**src/rtl/seven_segment_display_arbiter.sv**
```systemverilog
// rtl/seven_segment_display_arbiter.sv - round-robin owner of a shared 4-digit seven-segment display
// Optional macro SEVEN_SEGMENT_SOURCE_TAG_EN puts the owner index in the top digit.
module seven_segment_display_arbiter #(
    parameter int NUM_REQ      = 4,
    parameter int DWELL_CYCLES = 1000000,
    parameter int BLANK_CYCLES = 16
) (
    input  logic                  clock,
    input  logic                  reset,
    input  logic [NUM_REQ-1:0]    req,
    input  logic [16*NUM_REQ-1:0] data_in,
    output logic [NUM_REQ-1:0]    grant,
    output logic [15:0]           display_data,
    output logic                  display_blank,
    output logic                  switch_pulse
);
    localparam int IDX_W = (NUM_REQ > 1) ? $clog2(NUM_REQ) : 1;
    localparam int DW_W  = $clog2(DWELL_CYCLES);
    localparam int BL_W  = (BLANK_CYCLES > 1) ? $clog2(BLANK_CYCLES) : 1;
    localparam logic [DW_W-1:0] DWELL_LAST = DW_W'(DWELL_CYCLES - 1);
    localparam logic [BL_W-1:0] BLANK_LAST = BL_W'(BLANK_CYCLES - 1);

    typedef enum logic [1:0] {IDLE, BLANK, SHOW} state_t;

    state_t             state, state_n;
    logic [IDX_W-1:0]   ptr, ptr_n;
    logic [NUM_REQ-1:0] grant_q, grant_n;
    logic [15:0]        data_q, data_n;
    logic               blank_q, blank_n;
    logic               pulse_q, pulse_n;
    logic [BL_W-1:0]    bcnt, bcnt_n;
    logic [DW_W-1:0]    dcnt, dcnt_n;

    logic [NUM_REQ-1:0] arb_mask;
    logic               win_valid;
    logic [IDX_W-1:0]   win_idx;
    int                 rr_idx;
    logic [15:0]        cur_val, win_val;
    logic               load;

    // The pointer always names the current (or most recent) owner.
    function automatic logic [15:0] show_value(input logic [IDX_W-1:0] idx,
                                               input logic [16*NUM_REQ-1:0] din);
        logic [15:0] d;
        d = din[16*idx +: 16];
`ifdef SEVEN_SEGMENT_SOURCE_TAG_EN
        return {4'(idx), d[11:0]};
`else
        return d;
`endif
    endfunction

    assign cur_val = show_value(ptr, data_in);
    assign win_val = show_value(win_idx, data_in);

    // In SHOW the owner is excluded so re-arbitration only ever picks a different source.
    always_comb begin
        arb_mask  = (state == SHOW) ? (req & ~grant_q) : req;
        win_valid = 1'b0;
        win_idx   = '0;
        rr_idx    = 0;
        for (int i = 1; i <= NUM_REQ; i++) begin
            rr_idx = int'(ptr) + i;
            if (rr_idx >= NUM_REQ) rr_idx = rr_idx - NUM_REQ;
            if (!win_valid && arb_mask[rr_idx]) begin
                win_valid = 1'b1;
                win_idx   = IDX_W'(rr_idx);
            end
        end
    end

    always_comb begin
        state_n = state;
        ptr_n   = ptr;
        grant_n = grant_q;
        data_n  = data_q;
        blank_n = blank_q;
        pulse_n = 1'b0;
        bcnt_n  = bcnt;
        dcnt_n  = dcnt;
        load    = 1'b0;
        case (state)
            IDLE: begin
                grant_n = '0;
                data_n  = '0;
                blank_n = 1'b1;
                load    = win_valid;
            end
            BLANK: begin
                blank_n = 1'b1;
                data_n  = cur_val;
                bcnt_n  = bcnt + BL_W'(1);
                if (bcnt == BLANK_LAST) begin
                    state_n = SHOW;
                    dcnt_n  = '0;
                    blank_n = 1'b0;
                end
            end
            SHOW: begin
                blank_n = 1'b0;
                data_n  = cur_val;
                if (dcnt != DWELL_LAST) dcnt_n = dcnt + DW_W'(1);
                if (!req[ptr] || dcnt == DWELL_LAST) begin
                    if (win_valid) begin
                        load = 1'b1;
                    end else if (!req[ptr]) begin
                        state_n = IDLE;
                        grant_n = '0;
                        data_n  = '0;
                        blank_n = 1'b1;
                    end
                end
            end
            default: state_n = IDLE;
        endcase
        if (load) begin
            state_n = BLANK;
            ptr_n   = win_idx;
            grant_n = NUM_REQ'(1) << win_idx;
            data_n  = win_val;
            blank_n = 1'b1;
            pulse_n = 1'b1;
            bcnt_n  = '0;
        end
    end

    always_ff @(posedge clock) begin
        if (reset) begin
            state   <= IDLE;
            ptr     <= IDX_W'(NUM_REQ - 1);
            grant_q <= '0;
            data_q  <= '0;
            blank_q <= 1'b1;
            pulse_q <= 1'b0;
            bcnt    <= '0;
            dcnt    <= '0;
        end else begin
            state   <= state_n;
            ptr     <= ptr_n;
            grant_q <= grant_n;
            data_q  <= data_n;
            blank_q <= blank_n;
            pulse_q <= pulse_n;
            bcnt    <= bcnt_n;
            dcnt    <= dcnt_n;
        end
    end

    assign grant         = grant_q;
    assign display_data  = data_q;
    assign display_blank = blank_q;
    assign switch_pulse  = pulse_q;
endmodule

```
**config.mk**
```make
export PLATFORM = sky130hd
export DESIGN_NAME = seven_segment_display_arbiter
export DESIGN_NICKNAME = d
export VERILOG_FILES = /design/src/rtl/seven_segment_display_arbiter.sv
export SDC_FILE = /design/constraint.sdc
export NUM_CORES = 1
export LEC_CHECK = 0
export CORE_AREA = 2 2 90 109
export DETAILED_ROUTE_END_ITERATION = 7
export DIE_AREA = 0 0 92 111
export DONT_BUFFER_PORTS = 1
export GPL_TIMING_DRIVEN = 1
export PLACE_DENSITY = 0.61
export SYNTH_ARGS = -nofsm -noshare
export SYNTH_HDL_FRONTEND = slang
export SYNTH_SLANG_ARGS = --single-unit
export TNS_END_PERCENT = 1
```
**constraint.sdc**
```tcl
create_clock -name clock -period 2.9 [get_ports clock]
set_input_delay 0.435 -clock clock [delete_from_list [all_inputs] [get_ports clock]]
set_output_delay 0.435 -clock clock [all_outputs]
set_load 0.05 [all_outputs]
```
==> impl_metrics.ini, run 1 <==
[flow_run]
drv_cap = 0

[global_route]
grt_antenna_before_repair = 0
grt-ovfl-total = 0
grt_max_degree = 33
grt_pass1_wl_um = 13600
first_global_vias = 2854
track_usage = 0.163

[setup_path]
cp-startpoint = state[0]
end_kind = register
r2r_cells = 9
reg2reg_setup_slack_ns = 0.41
slowest_delay_ns = 0.38
crit_type = register to register
startpoint_type = register
cp_max_fo = 32
slowest_stage = dfxtp_1
worstReg2RegEnd = display_data[8]
cp_data_arrival_time_ns = 2.70
cp_top_family = compound AO/OA/AOI/OAI gates
critPathBufInv = 2
worstPathCellList = inv_1 > ha_1 > a21boi_0 > o221ai_1 > a21oi_4 > buf_12 > mux2i_1 > mux2_2 > o221ai_1
r2r_start = state[0]
required_ns = 3.11
cp.depth = 9
critPathMostFrequentCell = o221ai_1
endpoint = display_data[8]

[yosys]
synth_largest_area_cell = dfxtp_1
synth_area_leaders = dfxtp_1 29%, mux4_2 11%, mux2i_1 11%, xor2_1 4.9%, mux2_2 4.3%
syn_inst = 355
synth-seq-cells = 50
yosysWarnings = 0
syn_area_um2 = 3420
syn_avg_cell_area_um2 = 9.62
synth_edf_count = 0
synth_top_area_share = 0.293
synth-async-reset-ratio = 0
ys.flop_type = dfxtp_1
yosysSeqAreaShare = 0.293
ys_types = 55
synth_fp_nets = 431

[sta]
slew_violations = 0
setup_tns_ns = 0
max_freq_mhz = 402
worst_pin_slew_ns = 0.646
fin_crit_ns = 2.49
slew_headroom = 0.569
rsz0062_at_grt = no
fin_crit_sh = 0.858
setup_viol = 0
skew_ns = 0.0118
hold_violations = 0

[power_and_ir_drop]
intPower_mw = 1.37
p_sw_mw = 0.718
power_frac_clock = 0.270
power.leakage_nw = 1.44
p_comb_frac = 0.293
swShare = 0.344
power_frac_seq = 0.437
ir_worst_vdd_v = 0.000259
power_per_cell_area_nw_per_um2 = 557

[finish]
drive_above_1_share = 0.193
syn_to_final_growth_pct = 9.60
fin_util = 0.404
layout.nets = 433
stdcell_area_um2 = 3740
antenna_cells = 0

[floorplanning]
io_pins = 92
rows = 39
fp.dieH_um = 111
die-width_um = 92
start_util = 0.368
core_um2 = 9270
dieArea_um2 = 10200

[clocking]
cts.sinks = 50
cts_resized = 0
cts_tree = yes
cts_buffers = 5
cts_buffer_depth = 2
clock_latency_ns = 0.29
root_buffer = clkbuf_16
clkTransAtPathRegs_ns = 0.07
cts_hold_buf = 0
cts_setup_buffers = 0
htreeDepth = 2

[drt]
viasPerCell = 5.60
vias = 2689
wl_per_cell_um = 16.6
dr.pass1.iters = 4
drt_iter0_markers = 97
routed_wl_um = 7960
drc = 0
ant_nets = 0

[hold_path]
hold_class = input pin to register
min-delay-start = reset

[placement]
place.gp.congestion = 0.788
placed_area_um2 = 3610
io_buffers = 0
dp_hpwl_um = 6180

[run_status]
status = finished clean
[cells in the mapped netlist, types with 3 or more instances]
cell       count
o221ai_1      10
o221ai_2       7
inv_1         25
a32o_1         4
nor3_1         7
xor2_1        19
mux2_2        13
nand2_1       32
clkbuf_1       7
nor4_1         3
ha_1           6
mux4_2        17
a21oi_1        8
buf_4          4
a211oi_1       3
nand4_1        7
a2bb2oi_1      3
buf_2          5
nand3_1        9
nor2_1        32
mux2i_1       37
dfxtp_1       50
a21boi_0       5
[power groups by stage]
stage | registers, mW | logic (mW) | clock network, mW
2_1_floorplan | 0.935 | 0.484 | 0
3_3_place_gp | 0.928 | 0.607 | 0
3_5_place_dp | 0.927 | 0.616 | 0
4_1_cts | 0.912 | 0.618 | 0.582
5_1_grt | 0.918 | 0.671 | 0.603
6_report | 0.911 | 0.611 | 0.564
[worst reg2reg max path, cell delays in order, from the launching register on]
cell      delay, ns
dfxtp_1        0.38
inv_1          0.08
ha_1           0.28
a21boi_0       0.31
o221ai_1       0.21
a21oi_4        0.31
buf_12         0.27
mux2i_1        0.13
mux2_2         0.27
o221ai_1       0.17
[worst min path at each step]
| stage | end | slack [ns] | cells past startpoint |
|---|---|---|---|
| floorplan | dcnt[17] | 0.48 | 2 |
| global placement | dcnt[17] | 0.51 | 2 |
| detailed placement | dcnt[1] | 0.52 | 1 |
| CTS | state[0] | 0.21 | 1 |
| global route | dcnt[1] | 0.21 | 1 |
| finish | state[0] | 0.21 | 1 |
[flip-flops by register name, summed over array words and instances, names as in the netlist]
register       flops
bcnt               4
dcnt              20
display_blank      1
display_data      16
grant              4
ptr                2
state              2
switch_pulse       1
[metrics by stage]
stage / std cells / hold WS [ns] / worst slack (ns) / total power [mW]
6_report: 480 / 0.214 / 0.413 / 2.09
5_1_grt: 480 / 0.206 / 0.210 / 2.19
4_1_cts: 480 / 0.208 / 0.434 / 2.11
3_5_place_dp: 473 / 0.516 / 0.436 / 1.54
3_3_place_gp: 473 / 0.507 / 0.540 / 1.53
2_1_floorplan: 355 / 0.479 / 0.631 / 1.42
[placed cells by master (no fill, tap or decap), types with 3 or more instances in the layout]
cell type,instances
o221ai_2,7
nand4_1,7
nor2_1,32
nor4_1,3
ha_1,6
dfxtp_1,50
nor3_1,7
a21oi_1,7
mux4_2,17
a211oi_1,3
inv_1,25
nand3_1,9
mux2_2,13
nand2_1,32
buf_4,13
a2bb2oi_1,3
a21boi_0,5
mux2i_1,37
o221ai_1,10
clkbuf_16,5
xor2_1,19
a32o_1,4
[metal layers]
metal,track usage,share of wire,vias to the layer above
met5,0,0,-
met4,0.0388,0.011,0
met3,0.0530,0.078,7
met2,0.291,0.50,80
met1,0.187,0.41,1292
li1,-,-,1310
[area by class of cell]
| cell class | count | area [um2] |
|---|---|---|
| Clock buffer | 6 | 129 |
| Clock inverter | 1 | 7.51 |
| Fill cell | 937 | 5530 |
| Inverter | 25 | 93.8 |
| Multi-Input combinational cell | 260 | 2220 |
| Sequential cell | 50 | 1000 |
| Tap cell | 123 | 154 |
| Timing Repair Buffer | 15 | 138 |
[cells by family after synthesis]
family / after synthesis / share of synthesized area
DFF: 50 / 0.293
muxes: 67 / 0.263
and+or+nand+nor: 109 / 0.159
adders and majority gates: 6 / 0.0220
buffers and inverters: 45 / 0.0601
AOI/OAI and AO/OA: 57 / 0.148
xor gates and xnor gates: 21 / 0.0538
(Power assumes the default switching activity.)
==> run 2: changes to the inputs <==
--- a/config.mk
+++ b/config.mk
@@ -5,12 +5,14 @@
 export SDC_FILE = /design/constraint.sdc
 export NUM_CORES = 1
 export LEC_CHECK = 0
+export ABC_CLOCK_PERIOD_IN_PS = 2900
 export CORE_AREA = 2 2 90 109
 export DETAILED_ROUTE_END_ITERATION = 7
 export DIE_AREA = 0 0 92 111
 export DONT_BUFFER_PORTS = 1
 export GPL_TIMING_DRIVEN = 1
 export PLACE_DENSITY = 0.61
+export REMOVE_ABC_BUFFERS = 1
 export SYNTH_ARGS = -nofsm -noshare
 export SYNTH_HDL_FRONTEND = slang
 export SYNTH_SLANG_ARGS = --single-unit
==> run 2 against run 1 <==
Against the previous run: fmax down 4.1%; clock-buffer cell count down 1; sequential share of layout area down 0.089 points; worst setup slack worse by 0.11 ns; global-route usage down 0.66 points.
==> impl_metrics.ini, run 2 (synthesis results as in run 1) <==
[run_status]
status = finished clean

[clocking]
cts_buffers = 5
cts.sinks = 50
cts_hold_buf = 0
clkTransAtPathRegs_ns = 0.07
htreeDepth = 2
cts_buffer_depth = 2
cts_tree = yes
cts_resized = 0
clock_latency_ns = 0.29
cts_setup_buffers = 0
root_buffer = clkbuf_16

[drt]
drc = 0
viasPerCell = 5.48
dr.pass1.iters = 4
ant_nets = 0
vias = 2630
drt_iter0_markers = 109
routed_wl_um = 7590
wl_per_cell_um = 15.8

[placement]
placed_cells = 472
io_buffers = 0
place.gp.congestion = 0.782
place_ws_ns = 0.284
dp_hpwl_um = 5790

[sta]
fin_crit_sh = 0.895
rsz0062_at_grt = no
slew_violations = 0
holdWs_ns = 0.216
worst_pin_slew_ns = 0.641
setup_viol = 0
skew_ns = 0.00980
slew_headroom = 0.573
max_freq_mhz = 385
final.setup.worst_slack_ns = 0.306
fin_crit_ns = 2.59
hold_violations = 0

[power_and_ir_drop]
power.leakage_nw = 1.45
ir_worst_vdd_v = 0.000279
power_per_cell_area_nw_per_um2 = 581

[finish]
finalNonFillerCells = 480
drive_above_1_share = 0.196
syn_to_final_growth_pct = 9.96
layout.nets = 432
largest_reg_flops = 20
final_cell_mix = 50 x dfxtp_1, 37 x mux2i_1, 32 x nor2_1, 32 x nand2_1, 25 x inv_1
top_register = dcnt
antenna_cells = 0
final_common_cell = dfxtp_1

[setup_path]
end_kind = register
cp_data_arrival_time_ns = 2.80
cp_max_fo = 16
crit_type = register to register
startpoint_type = register
required_ns = 3.11

[global_route]
grt_pass1_wl_um = 13200
grt_antenna_before_repair = 0
track_usage = 0.156
grt_max_degree = 24
first_global_vias = 2775
grt-ovfl-total = 0

[flow_run]
drv_cap = 0

[floorplanning]
start_util = 0.368
io_pins = 92
rows = 39
fp.dieH_um = 111
dieArea_um2 = 10200
core_um2 = 9270
die-width_um = 92

[hold_path]
hold_class = input pin to register
run 2: cell types whose count changed in the layout (fill, tap and decap cells not counted), sizes merged:
cell      change
clkbuf        -1
clkinvlp      -1
inv           +1
buf           -1
clkinv        +1
bufinv        +1
run 2: worst max-delay path: stages, from the launching register on:
cell and delay (ns):
dfxtp_1 0.34, inv_1 0.09, ha_1 0.26, buf_4 0.20
nand4b_1 0.15, nor4_4 0.35, a211oi_2 0.19, nor2_4 0.32
nand2_2 0.33, o221ai_1 0.29
run 2: report_power, final:
group / switching, mW / internal (mW)
Clock: 0.263 / 0.409
Sequential: 0.170 / 0.738
Combinational: 0.297 / 0.304
run 2: area by class of cell:
class	count	area, um2
fillers	936	5520
multi-input cells	260	2220
flip-flops and latches	50	1000
well taps	123	154
clock buffers	5	125
repair buffers	14	118
inverters	25	93.8
clock inverters	3	43.8
run 2: per-layer routing:
metal	track usage	vias to the layer above	part of all wire
met1	0.175	1228	0.40
met4	0.0448	0	0.0094
met3	0.0442	6	0.069
li1	-	1314	-
met2	0.286	82	0.52
met5	0	-	0
run 2: per-stage QoR:
stage	setup TNS, ns	total power [mW]	utilization	area (um2)
6_report	0	2.18	0.405	3760
3_5_place_dp	0	1.53	0.387	3590
2_1_floorplan	-30.10	1.40	-	3300
5_1_grt	0	2.28	0.405	3760
3_3_place_gp	0	1.52	0.387	3590
4_1_cts	0	2.21	0.405	3760
run 2: final timing paths:
| check | startpoint | to | slack, ns | cells past startpoint |
|---|---|---|---|---|
| hold / removal | reset | bcnt[3] | 0.22 | 1 |
| setup / recovery | state[0] | display_data[6] | 0.31 | 9 |
| hold reg to reg | dcnt[17] | dcnt[17] | 0.52 | 2 |
| setup reg to reg | state[0] | display_data[6] | 0.31 | 9 |
==> edit 1: new RTL, config.mk and constraints of run 2 <==
Re-encode `state_t` (3 states) as one-hot, 3 bits wide.
--- a/src/rtl/seven_segment_display_arbiter.sv
+++ b/src/rtl/seven_segment_display_arbiter.sv
@@ -21,5 +21,5 @@
     localparam logic [BL_W-1:0] BLANK_LAST = BL_W'(BLANK_CYCLES - 1);
 
-    typedef enum logic [1:0] {IDLE, BLANK, SHOW} state_t;
+    typedef enum logic [2:0] {IDLE = 3'b001, BLANK = 3'b010, SHOW = 3'b100} state_t;
 
     state_t             state, state_n;
Behaviour: no difference found for any inputs over 4 cycles, from zero or initial values and one cycle with reset high; so few cycles prove little.
==> edit 1 against run 2 <==
Clock power is 1% higher. Synthesized area is 3.8% lower. Power is 4.2% higher. Utilization is 1.8 points lower. Sequential cell count rose by 1. Synthesized cell count is 2.0% lower. Sequential share of layout area increased by 1.8 points. Worst setup slack worse by 0.058 ns. Final area fell by 4.5%. Clock skew increased by 0.0048 ns. Routed wire length up 5.5%. Non-clock buffer count is 1 lower. Critical endpoint is now display_data[11]$_SDFFE_PP0P_. Largest cell class unchanged. Largest power group unchanged.
==> edit 1: results (changes against run 2) <==
stage	metric	value	unit	change
outcome	outcome	finished clean		
yosys	Synth area leaders	dfxtp_1, mux4_2, mux2i_1		
layout	sequential standard cell area	1020	um^2	+2.0%
critical_path	crit-path max cell delay	0.56	ns	+0.21 ns
timing	Clock Skew	0.0146	ns	+0.00484 ns
layout	final instance area	3590	um^2	-4.5%
drt	DR iter-0 viols	101		-7.3%
grt	All-Layer GR Usage	16.3	%	+0.65 points
layout	Multi-input gate area	2120	um^2	-4.6%
placed_design	worst slack, placed	0.304	ns	+0.0203 ns
placed_design	# placed instances	460		-2.5%
power	Pint	1.48	mW	+2.3%
grt	vias in the first global route	2837		+2.2%
critical_path	reg-to-reg endpoint	display_data[11]$_SDFFE_PP0P_		
layout	share of post-route cells with drive strength above 1	14.2	%	-5.4 points
yosys	most common library cells after synthesis	dfxtp_1, nor2_1, nand2_1, mux2i_1, mux4_2		
yosys	share of the yosys chip area belonging to registers	31.1	%	+1.8 points
power	leakage	1.25	nW	-14%
timing	fin crit period	2.65	ns	+0.0582 ns
placed_design	DP Wirelength	5.97	mm	+3.2%
clock_network	H-Tree Depth	2		unchanged
power	P_seq	1.01	mW	+11%
timing	worst slew pin tran	0.536	ns	-0.105 ns
critical_path	Max Fanout on Critical Path	17		+1
critical_path	Critical Path AT	2.86	ns	+0.06 ns
drt	Initial DRT Pass Iterations	5		+1
layout	inverters	6		-76%
layout	# clk buffers	6		+1
layout	largest reg by FF count	dcnt		
layout	count of multi-input gates	267		+2.7%
critical_path	CP endpoint kind	register		
layout	Util after Layout	38.7	%	-1.8 points
drt	via/cell ratio	5.71		+4.2%
min_path	hold endpoint	state[1]$_SDFFE_PP0P_		
critical_path	Worst Setup SP	state[2]$_SDFFE_PP0P_		
placed_design	placed inst area	3410	um^2	-4.8%
drt	total wire length	8.01	mm	+5.5%
timing	Hold Slack	0.211	ns	-0.00436 ns
grt	largest net degree at the start of global routing	26		+8.3%
critical_path	Slowest-stage cell, CP	dfxtp_1		
power	pwr dens	634	nW/um^2	+9.1%
layout	bufs w/o clock	13		-1
critical_path	worst reg-to-reg path cell count	7		-2
layout	fill cell count	937		+0.11%
power	worst vdd ir	0.000353	V	+26%
power	Clk pwr share	29.9	%	-0.9 points
layout	Final clock-cell share	4.85	%	+0.35 points
placed_design	Routability Congestion	0.820		+4.9%
grt	first-pass GRT wire length	13.5	mm	+2.9%
layout	Post-layout nets	416		-3.7%
yosys	synthesized instance count	348		-2.0%
critical_path	Worst R2R Setup Slack	0.25	ns	-0.06 ns
yosys	count of cell types in the netlist	63		+15%
layout	Signal buf overhead	2.72	%	-0.41 points
[edit 1: changes by cell type after synthesis, sizes merged, moves of 5 or more]
cell	run 2	this run
inv	25	5
mux2i	37	22
mux2	13	0
xor2	19	6
xnor2	2	13
a222oi	0	10
nor2	33	40
o21ai	2	8
o221ai	17	11
a21boi	6	1
[edit 1: logic make-up after synthesis]
| kind of cell | after synthesis | share of synthesized area (%) |
|---|---|---|
| simple gates | 135 | 22.7 |
| compound gates | 72 | 17.1 |
| flops | 51 | 31.1 |
| mux | 39 | 18.4 |
| buf+inv | 30 | 4.91 |
| xor+xnor | 19 | 5.06 |
| fa+ha+maj | 2 | 0.761 |
[edit 1: metal layers]
layer  routed length, um  vias up  global-route usage [%]  share of wire (%)
met5                   0        -                       0                  0
met4                  85        0                    4.98                1.1
met3                 636        7                    5.17                7.9
met2                4130       83                    29.1                 52
met1                3160     1262                    18.4                 39
li1                    -     1320                       -                  -
==> edit 2: new RTL, settings of run 2 <==
Made on the original files. Add a define of `SEVEN_SEGMENT_SOURCE_TAG_EN`.
--- a/src/rtl/seven_segment_display_arbiter.sv
+++ b/src/rtl/seven_segment_display_arbiter.sv
@@ -1,4 +1,6 @@
 // rtl/seven_segment_display_arbiter.sv - round-robin owner of a shared 4-digit seven-segment display
 // Optional macro SEVEN_SEGMENT_SOURCE_TAG_EN puts the owner index in the top digit.
+`define SEVEN_SEGMENT_SOURCE_TAG_EN
+
 module seven_segment_display_arbiter #(
     parameter int NUM_REQ      = 4,
Check against the original RTL: not equivalent (Yosys sat finds a counterexample within 4 cycles, from zero or initial values and one cycle with reset high).
==> edit 2 against run 2 <==
Critical path type unchanged. Sequential cell count decreased by 2. Power decreased by 2.9%. Synthesized area decreased by 5.9%. Synthesized cell count unchanged. Final cell count decreased by 1.0%. Routed wire length increased by 4.4%. Largest power group unchanged. Worst setup slack improved by 0.059 ns. Maximum frequency increased by 2.3%. Final area decreased by 6.7%.
==> edit 2: results (changes against run 2) <==
stage	metric	value	unit	change
outcome	outcome	finished clean		
drt	DR iter-0 viols	92		-16%
yosys	Synth Area in Adders	2.34	%	+0.14 points
placed_design	# placed instances	467		-1.1%
placed_design	worst slack, placed	0.236	ns	-0.0472 ns
yosys	most common library cells after synthesis	dfxtp_1, nor2_1, nand2_1, and3_1, xor2_1		
critical_path	Critical Path AT	2.72	ns	-0.08 ns
critical_path	Max Fanout on Critical Path	14		-2
grt	All-Layer GR Usage	16.3	%	+0.60 points
critical_path	Slowest-stage cell, CP	o31ai_1		
drt	WL/cell	16.7	um	+5.5%
placed_design	DP Wirelength	5.83	mm	+0.70%
layout	Final Instance Count excl. Fillers	475		-1.0%
grt	largest net degree at the start of global routing	34		+42%
grt	first-pass GRT wire length	13.5	mm	+2.7%
power	worst vdd ir	0.000285	V	+2.3%
yosys	xor and xnor area share after synthesis	5.72	%	+0.34 points
grt	vias in the first global route	2784		+0.32%
critical_path	crit-path max cell delay	0.53	ns	+0.18 ns
yosys	count of cell types in the netlist	59		+7.3%
yosys	share of the yosys chip area belonging to registers	29.9	%	+0.60 points
drt	via/cell ratio	5.57		+1.7%
yosys	Compound-Gate Fraction of Synth Area	24.5	%	+9.6 points
yosys	post-synthesis mux area share	12.2	%	-14 points
layout	max reg flops	20		unchanged
power	leakage	1.30	nW	-10%
placed_design	Routability Congestion	0.815		+4.2%
yosys	Synth area leaders	dfxtp_1, mux4_2, xor2_1		
timing	Clock Skew	0.0115	ns	+0.00165 ns
layout	share of post-route cells with drive strength above 1	15.1	%	-4.6 points
layout	fill cell count	963		+2.9%
[edit 2: worst max-delay path, delay by kind of cell, from the launching register on]
family          cells  cell delay [ns]
simple gates        1             0.09
compound gates      5             1.30
flops               1             0.33
fa+ha+maj           1             0.37
buf+inv             2             0.33
[edit 2: area by class of cell]
type | count | area [um^2] | area share (%)
clock inverter | 3 | 46.3 | 1.32
sequential | 48 | 961 | 27.4
clock buffer | 5 | 125 | 3.57
tap | 123 | 154 | 4.39
timing repair buffer | 13 | 97.6 | 2.79
inverter | 8 | 30.0 | 0.857
multi-input combinational | 275 | 2090 | 59.6
[edit 2: worst paths after layout]
kind,from,endpoint,slack (ns),depth (start not counted)
min,reset,display_data[12]$_SDFFE_PP0P_,0.20,1
min reg2reg,dcnt[18]$_SDFFE_PP0P_,dcnt[18]$_SDFFE_PP0P_,0.52,2
max reg2reg,state[0]$_SDFFE_PP0P_,display_data[7]$_SDFFE_PP0P_,0.36,9
max,state[0]$_SDFFE_PP0P_,display_data[7]$_SDFFE_PP0P_,0.36,9
[edit 2: per-layer routing]
metal  GRT usage, %  routed length, um  up-vias
li1               -                  -     1310
met3           5.30                570        7
met4           3.78                 80        0
met2           29.3               4150       68
met1           18.5               3130     1261
met5              0                  0        -
[edit 2: metrics by stage]
step / power, mW / utilization, %
final: 2.12 / 37.8
after global routing: 2.24 / 37.8
after global placement: 1.45 / 35.9
after CTS: 2.14 / 37.8
after detailed placement: 1.47 / 35.9
after floorplan: 1.32 / -
[edit 2: where the power goes]
part | switching (mW) | internal (mW) | total, mW | leakage (nW)
clock network | 0.263 | 0.410 | 0.673 | 0.0804
logic | 0.314 | 0.246 | 0.560 | 0.831
registers | 0.172 | 0.714 | 0.886 | 0.391
